### src/rtl/alu_pkg.sv
// Shared opcode map, FSM state type and opcode helpers for the sequential ALU.
// Opcode 20 (MUL) is only implemented when MUL_EN is defined.
package alu_pkg;

    localparam logic [4:0] OP_ADD           = 5'd0;
    localparam logic [4:0] OP_CADD          = 5'd1;
    localparam logic [4:0] OP_SUB           = 5'd2;
    localparam logic [4:0] OP_BSUB          = 5'd3;
    localparam logic [4:0] OP_NEG           = 5'd4;
    localparam logic [4:0] OP_INC           = 5'd5;
    localparam logic [4:0] OP_DEC           = 5'd6;
    localparam logic [4:0] OP_AND           = 5'd7;
    localparam logic [4:0] OP_OR            = 5'd8;
    localparam logic [4:0] OP_XOR           = 5'd9;
    localparam logic [4:0] OP_NOT           = 5'd10;
    localparam logic [4:0] OP_NOR           = 5'd11;
    localparam logic [4:0] OP_L_LOG_SHIFT   = 5'd12;
    localparam logic [4:0] OP_R_LOG_SHIFT   = 5'd13;
    localparam logic [4:0] OP_L_ARITH_SHIFT = 5'd14;
    localparam logic [4:0] OP_R_ARITH_SHIFT = 5'd15;
    localparam logic [4:0] OP_L_ROT         = 5'd16;
    localparam logic [4:0] OP_R_ROT         = 5'd17;
    localparam logic [4:0] OP_L_CROT        = 5'd18;
    localparam logic [4:0] OP_R_CROT        = 5'd19;
    localparam logic [4:0] OP_MUL           = 5'd20;

    typedef enum logic [1:0] {StIdle, StShift, StHold} state_e;

    function automatic logic is_shift_op(input logic [4:0] op);
        return (op >= OP_L_LOG_SHIFT) && (op <= OP_R_CROT);
    endfunction

endpackage

### src/rtl/alu_shift_unit.sv
// Iterative one-bit-per-cycle shifter/rotator; with MUL_EN also a radix-2 Booth multiplier.
// The first step is taken in the accept cycle, so an n-step operation finishes n edges later.
module alu_shift_unit
    import alu_pkg::*;
#(
    parameter int unsigned WIDTH = 8,
    parameter int unsigned SHW   = $clog2(WIDTH)
) (
    input  logic             clk,
    input  logic             rst_n,
    input  logic             start,
    input  logic             run,
    input  logic [4:0]       op,
    input  logic [WIDTH-1:0] a,
    input  logic [WIDTH-1:0] b,
    input  logic             carry_in,
    output logic             done,
    output logic [WIDTH-1:0] res,
    output logic             cout,
    output logic             ovf
);
    localparam int unsigned CW = $clog2(WIDTH + 1);

    logic [WIDTH-1:0] work_q, work_d, src_work, s_work;
    logic             carry_q, carry_d, src_carry, s_carry;
    logic             ovf_q, ovf_d, src_ovf, s_ovf;
    logic [CW-1:0]    cnt_q, cnt_d, cnt_cur;
    logic [4:0]       op_q, op_d, op_cur;
    logic             step_en;

`ifdef MUL_EN
    logic [WIDTH:0] acc_q, acc_d, mcand_q, mcand_d;
    logic [WIDTH:0] src_acc, src_mcand, booth_sum, s_acc;
    logic           q1_q, q1_d, src_q1, s_q1;
`else
    logic unused_b;
    assign unused_b = ^b[WIDTH-1:SHW];
`endif

    always_comb begin
        step_en   = start | run;
        op_cur    = start ? op : op_q;
        src_work  = start ? a : work_q;
        src_carry = start ? carry_in : carry_q;
        src_ovf   = start ? 1'b0 : ovf_q;
        cnt_cur   = start ? CW'(b[SHW-1:0]) : cnt_q;
`ifdef MUL_EN
        src_acc   = start ? '0 : acc_q;
        src_mcand = start ? {a[WIDTH-1], a} : mcand_q;
        src_q1    = start ? 1'b0 : q1_q;
        // Multiplier B lives in the working register and drains out as the product low half
        if (start && (op == OP_MUL)) begin
            cnt_cur  = CW'(WIDTH);
            src_work = b;
        end
        booth_sum = src_acc;
        s_acc     = src_acc;
        s_q1      = src_q1;
`endif
        s_work  = src_work;
        s_carry = src_carry;
        s_ovf   = src_ovf;
        case (op_cur)
            OP_L_LOG_SHIFT: begin
                s_work  = {src_work[WIDTH-2:0], 1'b0};
                s_carry = src_work[WIDTH-1];
            end
            OP_R_LOG_SHIFT: begin
                s_work  = {1'b0, src_work[WIDTH-1:1]};
                s_carry = src_work[0];
            end
            OP_L_ARITH_SHIFT: begin
                s_work  = {src_work[WIDTH-2:0], 1'b0};
                s_carry = src_work[WIDTH-1];
                s_ovf   = src_ovf | (src_work[WIDTH-1] ^ src_work[WIDTH-2]);
            end
            OP_R_ARITH_SHIFT: begin
                s_work  = {src_work[WIDTH-1], src_work[WIDTH-1:1]};
                s_carry = src_work[0];
            end
            OP_L_ROT: begin
                s_work  = {src_work[WIDTH-2:0], src_work[WIDTH-1]};
                s_carry = src_work[WIDTH-1];
            end
            OP_R_ROT: begin
                s_work  = {src_work[0], src_work[WIDTH-1:1]};
                s_carry = src_work[0];
            end
            OP_L_CROT: begin
                s_work  = {src_work[WIDTH-2:0], src_carry};
                s_carry = src_work[WIDTH-1];
            end
            OP_R_CROT: begin
                s_work  = {src_carry, src_work[WIDTH-1:1]};
                s_carry = src_work[0];
            end
`ifdef MUL_EN
            OP_MUL: begin
                case ({src_work[0], src_q1})
                    2'b01:   booth_sum = src_acc + src_mcand;
                    2'b10:   booth_sum = src_acc - src_mcand;
                    default: booth_sum = src_acc;
                endcase
                s_acc   = {booth_sum[WIDTH], booth_sum[WIDTH:1]};
                s_work  = {booth_sum[0], src_work[WIDTH-1:1]};
                s_q1    = src_work[0];
                s_carry = 1'b0;
                // Product fits only if the upper half is a pure sign extension of the lower
                s_ovf   = (s_acc != {(WIDTH + 1){s_work[WIDTH-1]}});
            end
`endif
            default: ;
        endcase

        done = step_en && (cnt_cur == CW'(1));
        res  = s_work;
        cout = s_carry;
        ovf  = s_ovf;

        work_d  = step_en ? s_work : work_q;
        carry_d = step_en ? s_carry : carry_q;
        ovf_d   = step_en ? s_ovf : ovf_q;
        cnt_d   = step_en ? (cnt_cur - CW'(1)) : cnt_q;
        op_d    = op_cur;
`ifdef MUL_EN
        acc_d   = step_en ? s_acc : acc_q;
        q1_d    = step_en ? s_q1 : q1_q;
        mcand_d = src_mcand;
`endif
    end

    always_ff @(posedge clk or negedge rst_n) begin
        if (!rst_n) begin
            work_q  <= '0;
            carry_q <= 1'b0;
            ovf_q   <= 1'b0;
            cnt_q   <= '0;
            op_q    <= '0;
`ifdef MUL_EN
            acc_q   <= '0;
            q1_q    <= 1'b0;
            mcand_q <= '0;
`endif
        end else begin
            work_q  <= work_d;
            carry_q <= carry_d;
            ovf_q   <= ovf_d;
            cnt_q   <= cnt_d;
            op_q    <= op_d;
`ifdef MUL_EN
            acc_q   <= acc_d;
            q1_q    <= q1_d;
            mcand_q <= mcand_d;
`endif
        end
    end

endmodule

### src/rtl/alu_seq.sv
// Parametrised sequential ALU with valid/ready handshakes and an iterative shifter.
// Define MUL_EN to add a signed Booth multiplier on opcode 20.
module alu_seq
    import alu_pkg::*;
#(
    parameter int unsigned WIDTH = 8,
    parameter int unsigned SHW   = $clog2(WIDTH)
) (
    input  logic             clk,
    input  logic             rst_n,
    input  logic             in_valid,
    output logic             in_ready,
    input  logic [4:0]       opcode,
    input  logic [WIDTH-1:0] operand_a,
    input  logic [WIDTH-1:0] operand_b,
    input  logic             carry_in,
    output logic             out_valid,
    input  logic             out_ready,
    output logic [WIDTH-1:0] result,
    output logic             carry_out,
    output logic             overflow,
    output logic             zero,
    output logic             negative,
    output logic             busy
);
    state_e           state_q, state_d;
    logic [WIDTH-1:0] result_q, result_d;
    logic             carry_q, carry_d, ovf_q, ovf_d;

    logic             su_start, su_run, su_done, su_cout, su_ovf;
    logic [WIDTH-1:0] su_res;
    logic             is_mul, is_iter;

    logic [WIDTH-1:0] ax, ay, logic_res;
    logic [WIDTH:0]   arith_r;
    logic             acin, do_sub, is_arith, arith_v;

`ifdef MUL_EN
    assign is_mul = (opcode == OP_MUL);
`else
    assign is_mul = 1'b0;
`endif
    assign is_iter  = is_shift_op(opcode) | is_mul;
    // A zero shift amount bypasses the shifter; MUL always iterates
    assign su_start = (state_q == StIdle) && in_valid && is_iter &&
                      (is_mul || (operand_b[SHW-1:0] != '0));
    assign su_run   = (state_q == StShift);

    alu_shift_unit #(
        .WIDTH (WIDTH),
        .SHW   (SHW)
    ) u_shift (
        .clk      (clk),
        .rst_n    (rst_n),
        .start    (su_start),
        .run      (su_run),
        .op       (opcode),
        .a        (operand_a),
        .b        (operand_b),
        .carry_in (carry_in),
        .done     (su_done),
        .res      (su_res),
        .cout     (su_cout),
        .ovf      (su_ovf)
    );

    always_comb begin
        ax        = operand_a;
        ay        = operand_b;
        acin      = 1'b0;
        do_sub    = 1'b0;
        is_arith  = 1'b1;
        logic_res = '0;
        case (opcode)
            OP_ADD:  ;
            OP_CADD: acin = carry_in;
            OP_INC:  ay = WIDTH'(1);
            OP_SUB:  do_sub = 1'b1;
            OP_BSUB: begin
                do_sub = 1'b1;
                acin   = carry_in;
            end
            OP_DEC: begin
                do_sub = 1'b1;
                ay     = WIDTH'(1);
            end
            OP_NEG: begin
                do_sub = 1'b1;
                ax     = '0;
                ay     = operand_a;
            end
            OP_AND: begin
                is_arith  = 1'b0;
                logic_res = operand_a & operand_b;
            end
            OP_OR: begin
                is_arith  = 1'b0;
                logic_res = operand_a | operand_b;
            end
            OP_XOR: begin
                is_arith  = 1'b0;
                logic_res = operand_a ^ operand_b;
            end
            OP_NOT: begin
                is_arith  = 1'b0;
                logic_res = ~operand_a;
            end
            OP_NOR: begin
                is_arith  = 1'b0;
                logic_res = ~(operand_a | operand_b);
            end
            default: is_arith = 1'b0;
        endcase
        // Bit WIDTH of a subtraction is the borrow, of an addition the carry
        if (do_sub) begin
            arith_r = {1'b0, ax} - {1'b0, ay} - {{WIDTH{1'b0}}, acin};
            arith_v = (ax[WIDTH-1] != ay[WIDTH-1]) && (arith_r[WIDTH-1] != ax[WIDTH-1]);
        end else begin
            arith_r = {1'b0, ax} + {1'b0, ay} + {{WIDTH{1'b0}}, acin};
            arith_v = (ax[WIDTH-1] == ay[WIDTH-1]) && (arith_r[WIDTH-1] != ax[WIDTH-1]);
        end
    end

    always_comb begin
        state_d  = state_q;
        result_d = result_q;
        carry_d  = carry_q;
        ovf_d    = ovf_q;
        case (state_q)
            StIdle: begin
                if (in_valid) begin
                    if (su_start) begin
                        if (su_done) begin
                            result_d = su_res;
                            carry_d  = su_cout;
                            ovf_d    = su_ovf;
                            state_d  = StHold;
                        end else begin
                            state_d = StShift;
                        end
                    end else if (is_iter) begin
                        result_d = operand_a;
                        carry_d  = 1'b0;
                        ovf_d    = 1'b0;
                        state_d  = StHold;
                    end else begin
                        result_d = is_arith ? arith_r[WIDTH-1:0] : logic_res;
                        carry_d  = is_arith & arith_r[WIDTH];
                        ovf_d    = is_arith & arith_v;
                        state_d  = StHold;
                    end
                end
            end
            StShift: begin
                if (su_done) begin
                    result_d = su_res;
                    carry_d  = su_cout;
                    ovf_d    = su_ovf;
                    state_d  = StHold;
                end
            end
            StHold: begin
                if (out_ready) begin
                    state_d = StIdle;
                end
            end
            default: state_d = StIdle;
        endcase
    end

    always_ff @(posedge clk or negedge rst_n) begin
        if (!rst_n) begin
            state_q  <= StIdle;
            result_q <= '0;
            carry_q  <= 1'b0;
            ovf_q    <= 1'b0;
        end else begin
            state_q  <= state_d;
            result_q <= result_d;
            carry_q  <= carry_d;
            ovf_q    <= ovf_d;
        end
    end

    assign in_ready  = (state_q == StIdle);
    assign busy      = (state_q != StIdle);
    assign out_valid = (state_q == StHold);
    assign result    = result_q;
    assign carry_out = carry_q;
    assign overflow  = ovf_q;
    assign zero      = (result_q == '0);
    assign negative  = result_q[WIDTH-1];

endmodule

### config.mk
export PLATFORM = sky130hd
export DESIGN_NAME = alu_seq
export DESIGN_NICKNAME = d
export VERILOG_FILES = /design/src/rtl/alu_pkg.sv /design/src/rtl/alu_shift_unit.sv /design/src/rtl/alu_seq.sv
export SDC_FILE = /design/constraint.sdc
export NUM_CORES = 1
export LEC_CHECK = 0
export ABC_AREA = 1
export CORE_ASPECT_RATIO = 0.9
export CORE_UTILIZATION = 35
export CTS_CLUSTER_DIAMETER = 40
export CTS_CLUSTER_SIZE = 8
export DETAILED_ROUTE_END_ITERATION = 16
export SLEW_MARGIN = 30
export SYNTH_ARGS = -nofsm -noshare
export SYNTH_HDL_FRONTEND = slang
export SYNTH_SLANG_ARGS = --single-unit
### constraint.sdc
create_clock -name clk -period 3.6 [get_ports clk]
set_clock_uncertainty 0.15 [all_clocks]
set_input_delay 0.72 -clock clk [delete_from_list [all_inputs] [get_ports clk]]
set_output_delay 0.72 -clock clk [all_outputs]
set_load 0.01 [all_outputs]
# After elaboration in Yosys (flattened, before gate mapping)
# Cells that the tools add are included.
# W data, S select, Z words.
# totals
word_cells	115
output_inout_bits	15
register_bits	31
inputBits	26
# classes
n_reduce_logical	22
n_eq_ne	29
add_sub_neg	5
n_mux	38
n_lt_le_gt_ge	2
bitwise	10
# ops
operator	count
$mux W8	7
$pmux W8 S7	1
$eq A5 B4 Y1 const B	8
$pmux W8 S5	1
$pmux W8 S2	2
$eq A5 B3 Y1 const B	4
$eq A5 B5 Y1 const B	4
$not A8 Y8	2
$mux W1	15
$reduce_or A4 Y1	3
$eq A5 B2 Y1 const B	2
$mux W2	5
$add A8 B8 Y9	1
$add A9 B1 Y9	1
$mux W9	1
$sub A8 B8 Y9	1
$sub A9 B1 Y9	1
$and A8 B8 Y8	1
$logic_not A8 Y1	1
$or A8 B8 Y8	1
$xor A8 B8 Y8	1
$logic_and A1 B1 Y1	7
$reduce_or A7 Y1	1
$pmux W1 S2	3
other kinds (24)	32

# Longest topological paths before layout
# Gate-level depths: netlist of run 1.
# logic_depth
word_depth	13
depth_mapped	22
ltp_nobuf	22

# Cells and area by module
# Synthesis of run 1 repeated with hierarchy kept, for this count alone.
# unflattened
hier_cells	615
hier_area_um2	4041.4
# by_module_without_submodules
module	cells_per_inst	seq_area_each_um2	area_per_inst_um2	instances
alu_seq	407	300.3	2493.6	1
alu_shift_unit	208	475.5	1547.7	1

# Least setup slack after synthesis of run 1
# OpenSTA, ideal clock, no wires.
# synth_path
kind	input -> register
startpoint	input port opcode[2]
endpoint	register result_q[6], in the netlist result[6]
arrival_time_ns	3.173
setup_time_ns	0.078
path_buffers	0
cell_stages	20
t_required_ns	3.372
slack_ns	0.200
path_cell_list	inv_1 -> nor2_1 -> nand3_2 -> inv_1 -> a21oi_1 -> fa_1 -> fa_1 -> inv_1 -> o21ai_0 -> nand2_1 -> nand2_1 -> nand2_1 -> nand2_1 -> nand2_1 -> nor2_1 -> o21ai_0 -> nand3_1 -> nand2_1 -> nand2_1 -> a21boi_1
# synth_via
elab_chain_len	12
word_cells_on_any_way	54
cone_classes	add/sub: 4; order compare: 2; eq/ne: 20; mux: 17; bitwise: 1; reduce/logical: 10
# synth_rtl
item	line	text
from (decl)	alu_seq.sv:13	input logic [4:0] opcode,
parallel branches: the longest is 11 deep, another holds $add A8 B8 Y9	--	
$pmux W8 S2 *	alu_seq.sv:129	case (state_q)
to (signal assigned)	alu_seq.sv:179	result_q <= result_d;
to (decl)	alu_seq.sv:27	logic [WIDTH-1:0] result_q, result_d;
# Mark *: on every way between the ends. The select of a mux whose other input is x is not followed.
# A chain may end at the register's enable or synchronous reset.

# Worst setup path in the final report of run 1
# layout_path
startpoint	input port operand_a[0]
endpoint	register ovf_q, in the netlist overflow
# layout_via
elab_chain_len	11
word_cells_on_any_way	16
cone_classes	add/sub: 4; eq/ne: 2; mux: 7; bitwise: 1; reduce/logical: 2
# layout_rtl
item	line	text
from (decl)	alu_seq.sv:14	input logic [WIDTH-1:0] operand_a,
$pmux W8 S2 or $mux W8 (tied branches)	alu_seq.sv:74	case (opcode)
$add A8 B8 Y9 or $sub A8 B8 Y9 (tied branches)	alu_seq.sv:119, alu_seq.sv:116	
$add A9 B1 Y9 or $sub A9 B1 Y9 (tied branches)	alu_seq.sv:119, alu_seq.sv:116	
$ne A1 B1 Y1, on equally long branches	alu_seq.sv:120, alu_seq.sv:117	
$logic_and A1 B1 Y1, on equally long branches	alu_seq.sv:120, alu_seq.sv:117	
$mux W1 *	alu_seq.sv:115	if (do_sub) begin
$and A1 B1 Y1 *	alu_seq.sv:149	ovf_d = is_arith & arith_v;
$mux W1 *	alu_seq.sv:141	end else if (is_iter) begin
$mux W1 *	alu_seq.sv:132	if (su_start) begin
$mux W1 *	alu_seq.sv:131	if (in_valid) begin
$pmux W1 S2 *	alu_seq.sv:129	
to (signal assigned)	alu_seq.sv:181	ovf_q <= ovf_d;
to (decl)	alu_seq.sv:28	logic carry_q, carry_d, ovf_q, ovf_d;
# Every way passes the cells marked *; elsewhere a longest branch is shown, timed or not. The select of a mux whose other input is x is not followed.

==> results of run 1 <==
-- cell usage in the layout (no fill, tap or decap), types with 2 or more instances in the layout --
cell	n
nor2_4	3
nor2_2	4
nand2_2	6
o22ai_1	5
nand4_1	10
a21boi_1	2
inv_1	83
a211oi_1	4
or2_2	4
o2bb2ai_1	4
o211ai_1	2
clkinvlp_4	2
nand2_1	157
o2111ai_1	4
clkbuf_16	5
o22ai_2	3
o21ai_1	11
o21bai_1	3
nor2_1	29
buf_4	74
dlymetal6s2s_1	5
inv_2	6
fa_2	4
a21oi_1	26
xor2_1	3
o21ai_0	20
nand2_4	3
ha_4	2
clkdlybuf4s50_1	35
o21ai_2	3
nand3_1	55
nand3_2	13
dfrtp_1	31
ha_1	35
-- flip-flops by register name, summed over array words and instances (netlist names) --
name and count:
carry_out 1, overflow 1, result 8, state_q 2, u_shift.carry_q 1, u_shift.cnt_q 4
u_shift.op_q 5, u_shift.ovf_q 1, u_shift.work_q 8
-- cell families (layout without fill, tap and decap cells) --
family	count (synthesis)	after routing	synth area share, %
and+or+nand+nor	292	292	36.5
adders and majority gates	41	41	14.6
DFF	31	31	20.9
AOI/OAI and AO/OA	94	94	15.4
xor gates and xnor gates	4	4	0.944
buffers and inverters	102	212	11.5
-- worst paths after layout --
check | startpoint | end | depth (start not counted)
max reg2reg | state_q[0] | overflow | 15
max in group asynchronous | rst_n | result[0] | 2
min | u_shift.work_q[5] | u_shift.work_q[5] | 2
max | operand_a[0] | overflow | 18
min in group asynchronous | rst_n | u_shift.cnt_q[3] | 2
min reg2reg | u_shift.work_q[5] | u_shift.work_q[5] | 2
-- worst register-to-register path: cells and delay by family, from the launching register on --
family | cells | cell delay [ns]
AO/OA/AOI/OAI | 1 | 0.11
adder cells (fa/ha/maj) | 1 | 0.27
buffers and inverters | 3 | 0.26
flip-flops | 1 | 0.40
AND/OR/NAND/NOR | 10 | 1.22
-- cells in the mapped netlist (all sizes together) --
cell | n | share of area [%]
o21a | 1 | 0.20
fa | 4 | 2.2
o2111ai | 4 | 0.94
o2bb2ai | 4 | 0.94
o21ai | 34 | 4.9
a41oi | 1 | 0.24
o21bai | 3 | 0.61
and3 | 1 | 0.17
ha | 37 | 12
a221oi | 1 | 0.24
a211oi | 4 | 0.81
nand2 | 166 | 18
o22ai | 8 | 1.3
dfrtp | 31 | 21
inv | 89 | 9.0
nor3 | 2 | 0.27
or4 | 1 | 0.20
xnor2 | 1 | 0.24
clkinv | 1 | 0.10
or2 | 5 | 0.84
clkbuf | 2 | 0.20
nor4 | 1 | 0.17
a21oi | 27 | 3.6
buf | 10 | 2.2
o31ai | 1 | 0.20
nand4 | 11 | 2.3
a31oi | 1 | 0.17
nand3 | 69 | 11
xor2 | 3 | 0.71
a311oi | 1 | 0.40
nor2 | 36 | 4.0
o211ai | 2 | 0.40
a21boi | 2 | 0.40
-- stage by stage --
stage / area, um2 / power (mW) / cells / hold slack [ns]
finish: 5010 / 2.64 / 803 / 0.328
global route: 5010 / 2.87 / 803 / 0.359
CTS: 4890 / 2.62 / 802 / 0.331
detailed placement: 4730 / 2.18 / 794 / 0.316
global placement: 4730 / 2.17 / 794 / 0.312
floorplan: 3710 / 1.61 / 564 / 0.274
-- timing repair --
action	CTS	global route
endpoints found under the setup margin	7	9
buffers inserted	0	1
cloned	0	0
resized for setup	4	31
pin swaps	0	15
-- final cells by class --
class	count	area (um2)	share of cell area, %
multi-input cells	431	2620	52.3
repair buffers	114	968	19.3
well taps	129	161	3.22
inverters	90	338	6.74
flip-flops and latches	31	776	15.5
clock inverters	3	20.0	0.399
clock buffers	5	125	2.50
-- report_power, final --
group,switching [mW],leakage [nW],internal (mW),total [mW]
logic,0.965,2.15,0.664,1.63
clock network,0.161,0.0658,0.254,0.415
registers,0.0973,0.390,0.500,0.597
total,1.22,2.61,1.42,2.64
-- per-layer routing --
| layer | GRT usage (%) | share of wire [%] |
|---|---|---|
| met3 | 4.39 | 6.7 |
| met1 | 30.0 | 47 |
| met5 | 0 | 0 |
| met4 | 7.49 | 3.2 |
| met2 | 34.4 | 43 |
==> results.cfg, run 1 <==
[clock_network]
clock_latency_ns = 0.28
cts_made_buffers = 5
cts_max_level = 2
root_buffer = clkbuf_16
clkSlewWorstSetupHoldPaths_ns = 0.06
hold_buffers = 0
cts_tree = yes
cts_buffer_depth = 2
clock_sinks = 31

[floorplanning]
initial_core_util_pct = 36.1
core_mm2 = 0.0103
rows = 35
top_level_ports = 41
die-height_um = 99.7
die_x_um = 111
die_area_mm2 = 0.0110

[setup_path]
critPathBufInv = 5
start_kind = input pin
critPathKind = in2reg
cp_cell_sequence = clkdlybuf4s50_1, inv_1, buf_4, a21oi_4, fa_2, inv_1, ha_1, or2_2, a31oi_1, nand2_1, nand2_1, nand3_1, nand3_2, nand3_1, nand3_1, nand3_1, nand2_1, inv_1
critPathMaxStageDelay_ns = 0.51
worst_path_max_delay_cell = clkdlybuf4s50_1
crit_path_end_kind = flip-flop
ff2ff_setup_slack_ns = 1.08
worstPathMaxFanout = 4
cp.arrival_ns = 3.39
cp.required_ns = 3.63
timing.critical_path.mode_cell = nand3_1
crit_family = simple AND/OR/NAND/NOR gates

[status]
status = complete, no violations

[route]
final_antenna_net_count = 0
firstDrtPassIters = 5
wl_um = 11700
wl_per_cell_um = 14.6
route.detailed.drc = 0
drt_iter0_drc = 258
viasPerCell = 5.13
route.vias.total = 4119

[synthesis]
syn_inst = 564
synth_area_per_cell_um2 = 6.58
ys_seq_area_share_pct = 20.9
synth_cell_types = 49
synth-seq-cells = 31
synth_nets = 631
syn_area_mm2 = 0.00371
yosys_warnings = 0

[timing]
tightest_slew_ns = 0.688
fin_crit_sh_pct = 93.5
fin_crit_ns = 3.36
hold_violations = 0
rsz0062_at_grt = no
relSlewSlack_pct = 53.7
finalSetupViolCount = 0
slew_viol_final = 0
max_clock_freq_ghz = 0.297
fin_setup_tns_ns = 0
worst_slack_ns = 0.235

[flow_run]
cap_violations = 0

[global_route]
antenna_found_initial = 0
grt_max_degree = 32
grt_use_total_pct = 21.9
gr-total-overflow = 0
grt_pass1_wl_um = 19400
grt_pass1_vias = 3977

[place]
dp_slack_ns = -0.428
io_buffers = 40
place_congestion = 0.871
dpl.hpwl_um = 9300

[finish]
final_core_util_pct = 48.7
n_fill_cell = 1024
layout.nets = 740
final_layout_size_suffix_gt1_share_pct = 20.5
syn2layout_area_growth_pct = 35.1
diodes = 0

[worst_hold_path]
hp-class = reg2reg

[power_and_ir_drop]
cellPowerDensity_mw_per_mm2 = 527
vdd_ir_drop_max_mv = 0.362
p_leak_nw = 2.61
Note: power is estimated with default switching activity, not from simulation.
==> inputs of run 2 (changes only) <==
PLACE_DENSITY = 0.62   (was not set)
==> results.cfg, run 2 (synthesis gave the netlist of run 1 again) <==
[setup_path]
cp.arrival_ns = 3.41
reg2reg_to = result[1]
critPathBufInv = 4
worstPathMaxFanout = 3
cp.required_ns = 3.66
cp_cell_sequence = clkdlybuf4s50_1, inv_1, buf_4, a21oi_2, fa_2, inv_1, ha_1, or2_2, a31oi_1, nand2_2, a21oi_1, o21ai_0, o21ai_1, nand2_1, nand2_1, o21ai_1, a21oi_1
crit_path_end_kind = flip-flop
critPathKind = in2reg
ff2ff_setup_slack_ns = 0.97
worst_path_max_delay_cell = clkdlybuf4s50_1
reg2reg_from = state_q[0]
ff2ff_path_depth = 15
crit_end = result[5]
worstSetupStartpoint = operand_a[0]
critPathMaxStageDelay_ns = 0.52
crit_family = compound AO/OA/AOI/OAI gates
cp.depth = 17
start_kind = input pin

[route]
wl_um = 12000
firstDrtPassIters = 4
route.detailed.drc = 0
viasPerCell = 5.10
drt_iter0_drc = 252
route.vias.total = 4092
wl_per_cell_um = 15.0
final_antenna_net_count = 0

[global_route]
gr-total-overflow = 0
grt_pass1_wl_um = 19200
gr-usage-met2_pct = 35.4
grt_most_used_layer = met2
met1_usage_pct = 29.5
grt_pass1_vias = 3935
use_met3_pct = 3.53
antenna_found_initial = 0
grt_use_total_pct = 21.6
grt_max_degree = 32

[floorplanning]
top_level_ports = 41
initial_core_util_pct = 36.1
rows = 35
die_x_um = 111
die-height_um = 99.7
core_mm2 = 0.0103
die_area_mm2 = 0.0110

[timing]
relSlewSlack_pct = 52.7
slew_viol_final = 0
fin_crit_sh_pct = 93.0
tightest_slew_ns = 0.702
hold_slack_ns = 0.332
fin_crit_ns = 3.35
hold_violations = 0
rsz0062_at_grt = no
fin_setup_tns_ns = 0
max_clock_freq_ghz = 0.299
finalSetupViolCount = 0

[worst_hold_path]
hp-class = reg2reg

[power_and_ir_drop]
cellPowerDensity_mw_per_mm2 = 536
vdd_ir_drop_max_mv = 0.357
p_leak_nw = 2.63

[finish]
layout.cells.non_filler = 803
diodes = 0
layout_commonest_cell = nand2_1
syn2layout_area_growth_pct = 38.3
layout_common_cells = 156 x nand2_1, 81 x inv_1, 73 x buf_4
final_layout_size_suffix_gt1_share_pct = 22.8
final_core_util_pct = 49.9
layout.nets = 740

[clock_network]
cts_max_level = 2
cts_buffer_depth = 2
clock_latency_ns = 0.28
root_buffer = clkbuf_16
cts_tree = yes
clkSlewWorstSetupHoldPaths_ns = 0.06
cts_made_buffers = 5
clock_sinks = 31

[flow_run]
cap_violations = 0

[place]
dp.cells = 793
io_buffers = 40
dpl.hpwl_um = 9400
place_congestion = 0.871

[status]
status = complete, no violations
==> run 2: cell types whose count changed in the layout (fill, tap and decap cells not counted), sizes merged <==
cell and delta:
bufinv +1, clkinvlp -2, clkinv +1
==> run 2: worst min path at each step <==
| stage | depth (start not counted) | to | startpoint | slack [ns] |
|---|---|---|---|---|
| global route | 2 | u_shift.work_q[2] | u_shift.work_q[2] | 0.34 |
| CTS | 2 | u_shift.work_q[2] | u_shift.work_q[2] | 0.33 |
| floorplan | 0 | carry_out | rst_n | 0.27 |
| global placement | 2 | u_shift.cnt_q[2] | u_shift.cnt_q[2] | 0.31 |
| detailed placement | 2 | u_shift.work_q[5] | u_shift.work_q[5] | 0.32 |
| finish | 2 | u_shift.work_q[1] | u_shift.work_q[1] | 0.33 |
==> run 2: power breakdown <==
part	leakage (nW)	switching [mW]	total [mW]	internal, mW
logic	2.16	0.979	1.66	0.682
registers	0.390	0.0963	0.596	0.500
clock network	0.0838	0.168	0.494	0.326
==> run 2: through the flow <==
| stage | area, um2 | total power [mW] | worst slack (ns) |
|---|---|---|---|
| floorplan | 3710 | 1.61 | 0.200 |
| global placement | 4720 | 2.15 | -0.403 |
| detailed placement | 4720 | 2.18 | -0.493 |
| CTS | 4920 | 2.70 | 0.00256 |
| global route | 5130 | 2.97 | 0.0845 |
| finish | 5130 | 2.75 | 0.254 |
==> run 2: area by class of cell <==
type	count	area [um2]
well taps	129	161
fillers	1046	5160
repair buffers	114	972
clock buffers	5	125
clock inverters	3	43.8
flip-flops and latches	31	776
multi-input cells	431	2720
inverters	90	338
==> run 2: tightest hold or removal path, stage by stage, from the launching register on <==
cell and delay (ns):
dfrtp_1 0.34, nand2_1 0.05, nand2_1 0.05
==> run 2: timing repair <==
item                                    in CTS  in global routing
buffers inserted                             1                  1
cloned                                       0                  0
pin swaps                                    1                 17
endpoints found under the hold margin        0                  0
endpoints found under the setup margin       5                  9
resized for setup                            6                 46
hold buffers                                 0                  0
==> run 2: layer usage <==
layer / part of all wire, % / wire length [um] / up-vias
met5: 0 / 0 / -
met4: 1.9 / 226 / 0
met3: 5.4 / 647 / 20
met2: 45 / 5440 / 108
met1: 47 / 5710 / 1893
li1: - / - / 2071
==> inputs of run 3 (changes only) <==
CORE_ASPECT_RATIO = not set   (was 0.9)
==> results.cfg, run 3 (synthesis gave the netlist of run 1 again) <==
[finish]
stdcell_area_mm2 = 0.00503
syn2layout_area_growth_pct = 35.4
final_layout_size_suffix_gt1_share_pct = 21.9
layout_commonest_cell = nand2_1
diodes = 0
layout.nets = 743
layout_common_cells = 155 x nand2_1, 83 x inv_1, 75 x buf_4
n_fill_cell = 1035

[timing]
tightest_slew_ns = 0.813
rsz0062_at_grt = no
hold_violations = 0
finalSetupViolCount = 0
max_clock_freq_ghz = 0.298
slew_viol_final = 0
worst_slack_ns = 0.240
relSlewSlack_pct = 45.2
fin_crit_sh_pct = 93.3
fin_crit_ns = 3.36

[floorplanning]
die-height_um = 105
rows = 37
initial_core_util_pct = 35.9
top_level_ports = 41
core_mm2 = 0.0103
die_x_um = 105
die_area_mm2 = 0.0110

[power_and_ir_drop]
cellPowerDensity_mw_per_mm2 = 503
switchingPower_mw = 1.20
internal-power_mw = 1.33
clkPwrFrac_pct = 11.3
vdd_ir_drop_max_mv = 0.317
pwr-share-seq_pct = 23.5
p_comb_share_pct = 65.2
power_mw = 2.53
switching_share_pct = 47.5
p_leak_nw = 2.61

[flow_run]
cap_violations = 0

[setup_path]
worst_path_max_delay_cell = clkdlybuf4s50_1
worstPathMaxFanout = 4
critPathMaxStageDelay_ns = 0.50
cp.required_ns = 3.68
reg2reg_to = result[7]
start_kind = input pin
cp_cell_sequence = clkdlybuf4s50_1, inv_1, buf_4, a21oi_2, fa_2, inv_1, ha_1, or2_2, a31oi_1, nand2_1, a21oi_1, o21ai_0, o21ai_1, nand2_1, nand2_1, o21ai_1, a21oi_1
ff2ff_path_depth = 15
cp.arrival_ns = 3.44
crit_path_end_kind = flip-flop
critPathBufInv = 4
reg2reg_from = state_q[0]
critPathKind = in2reg
timing.critical_path.mode_cell = nand2_1
ff2ff_setup_slack_ns = 0.98
crit_family = compound AO/OA/AOI/OAI gates

[route]
viasPerCell = 5.03
drt_iter0_drc = 243
route.vias.total = 4091
wl_um = 11500
route.detailed.drc = 0
final_antenna_net_count = 0
firstDrtPassIters = 5
wl_per_cell_um = 14.2

[place]
io_buffers = 40
dpl.hpwl_um = 9180
place_congestion = 0.917
dpl_cell_area_mm2 = 0.00474
dp_slack_ns = -0.462

[worst_hold_path]
hp-class = reg2reg
worstHoldStart = u_shift.work_q[5]
min_to = u_shift.work_q[5]
hold_depth = 2

[global_route]
antenna_found_initial = 0
grt_use_total_pct = 21.5
gr-total-overflow = 0
grt_pass1_vias = 3891
grt_max_degree = 32
grt_pass1_wl_um = 18700

[clock_network]
cts_made_buffers = 5
cts_buffer_depth = 2
root_buffer = clkbuf_8
clkSlewWorstSetupHoldPaths_ns = 0.08
cts_tree = yes
clock_latency_ns = 0.30
cts_max_level = 2
clock_sinks = 31

[status]
status = complete, no violations
run 3: cell types whose count changed in the layout (fill, tap and decap cells not counted), sizes merged:
cell / delta
bufinv: -1
buf: +3
clkinv: -1
clkbuf: +2
run 3: power by group through the flow:
stage / Combinational [mW] / Clock, mW / Sequential, mW
2_1_floorplan: 1.02 / 0 / 0.596
3_3_place_gp: 1.57 / 0 / 0.592
3_5_place_dp: 1.59 / 0 / 0.596
4_1_cts: 1.61 / 0.284 / 0.593
5_1_grt: 1.83 / 0.302 / 0.611
6_report: 1.65 / 0.285 / 0.593
run 3: worst max path at each step:
stage	startpoint	endpoint	slack, ns	depth (start not counted)
floorplan	opcode[2]	result[6]	0.20	20
global placement	opcode[2]	carry_out	-0.37	20
detailed placement	opcode[2]	result[6]	-0.46	21
CTS	opcode[4]	result[6]	0.004	21
global route	operand_a[0]	result[5]	0.03	17
finish	operand_a[0]	result[5]	0.24	17
run 3: cell type report:
cell class | count | area [um2] | area share [%]
Inverter | 90 | 338 | 6.72
Clock buffer | 7 | 76.3 | 1.52
Sequential cell | 31 | 776 | 15.4
Tap cell | 136 | 170 | 3.39
Clock inverter | 1 | 5.00 | 0.0996
Timing Repair Buffer | 117 | 1010 | 20.0
Multi-Input combinational cell | 431 | 2650 | 52.8
run 3: layer usage:
metal,track usage (%),vias up,wire (um)
met4,7.04,0,236
met2,35.7,106,5290
met3,3.81,17,570
li1,-,2078,-
met5,0,-,0
met1,28.1,1890,5430
run 3: what timing repair did:
action,CTS,global route
setup endpoints to repair,7,7
hold buffers,0,0
setup buffers,1,4
pin swaps,1,16
resized for setup,6,37
run 3: through the flow:
stage / utilization (%) / instances / hold slack [ns] / setup TNS [ns]
6_report: 48.7 / 813 / 0.334 / 0
5_1_grt: 48.7 / 813 / 0.365 / 0
4_1_cts: 47.0 / 809 / 0.339 / 0
3_5_place_dp: 46.0 / 800 / 0.315 / -3.01
3_3_place_gp: 46.0 / 800 / 0.314 / -2.34
2_1_floorplan: - / 564 / 0.274 / 0
run 3: tightest hold or removal path, delay by kind of cell (launching register included):
kind,cells,cell delay [ns]
and+or+nand+nor,2,0.11
DFF,1,0.35
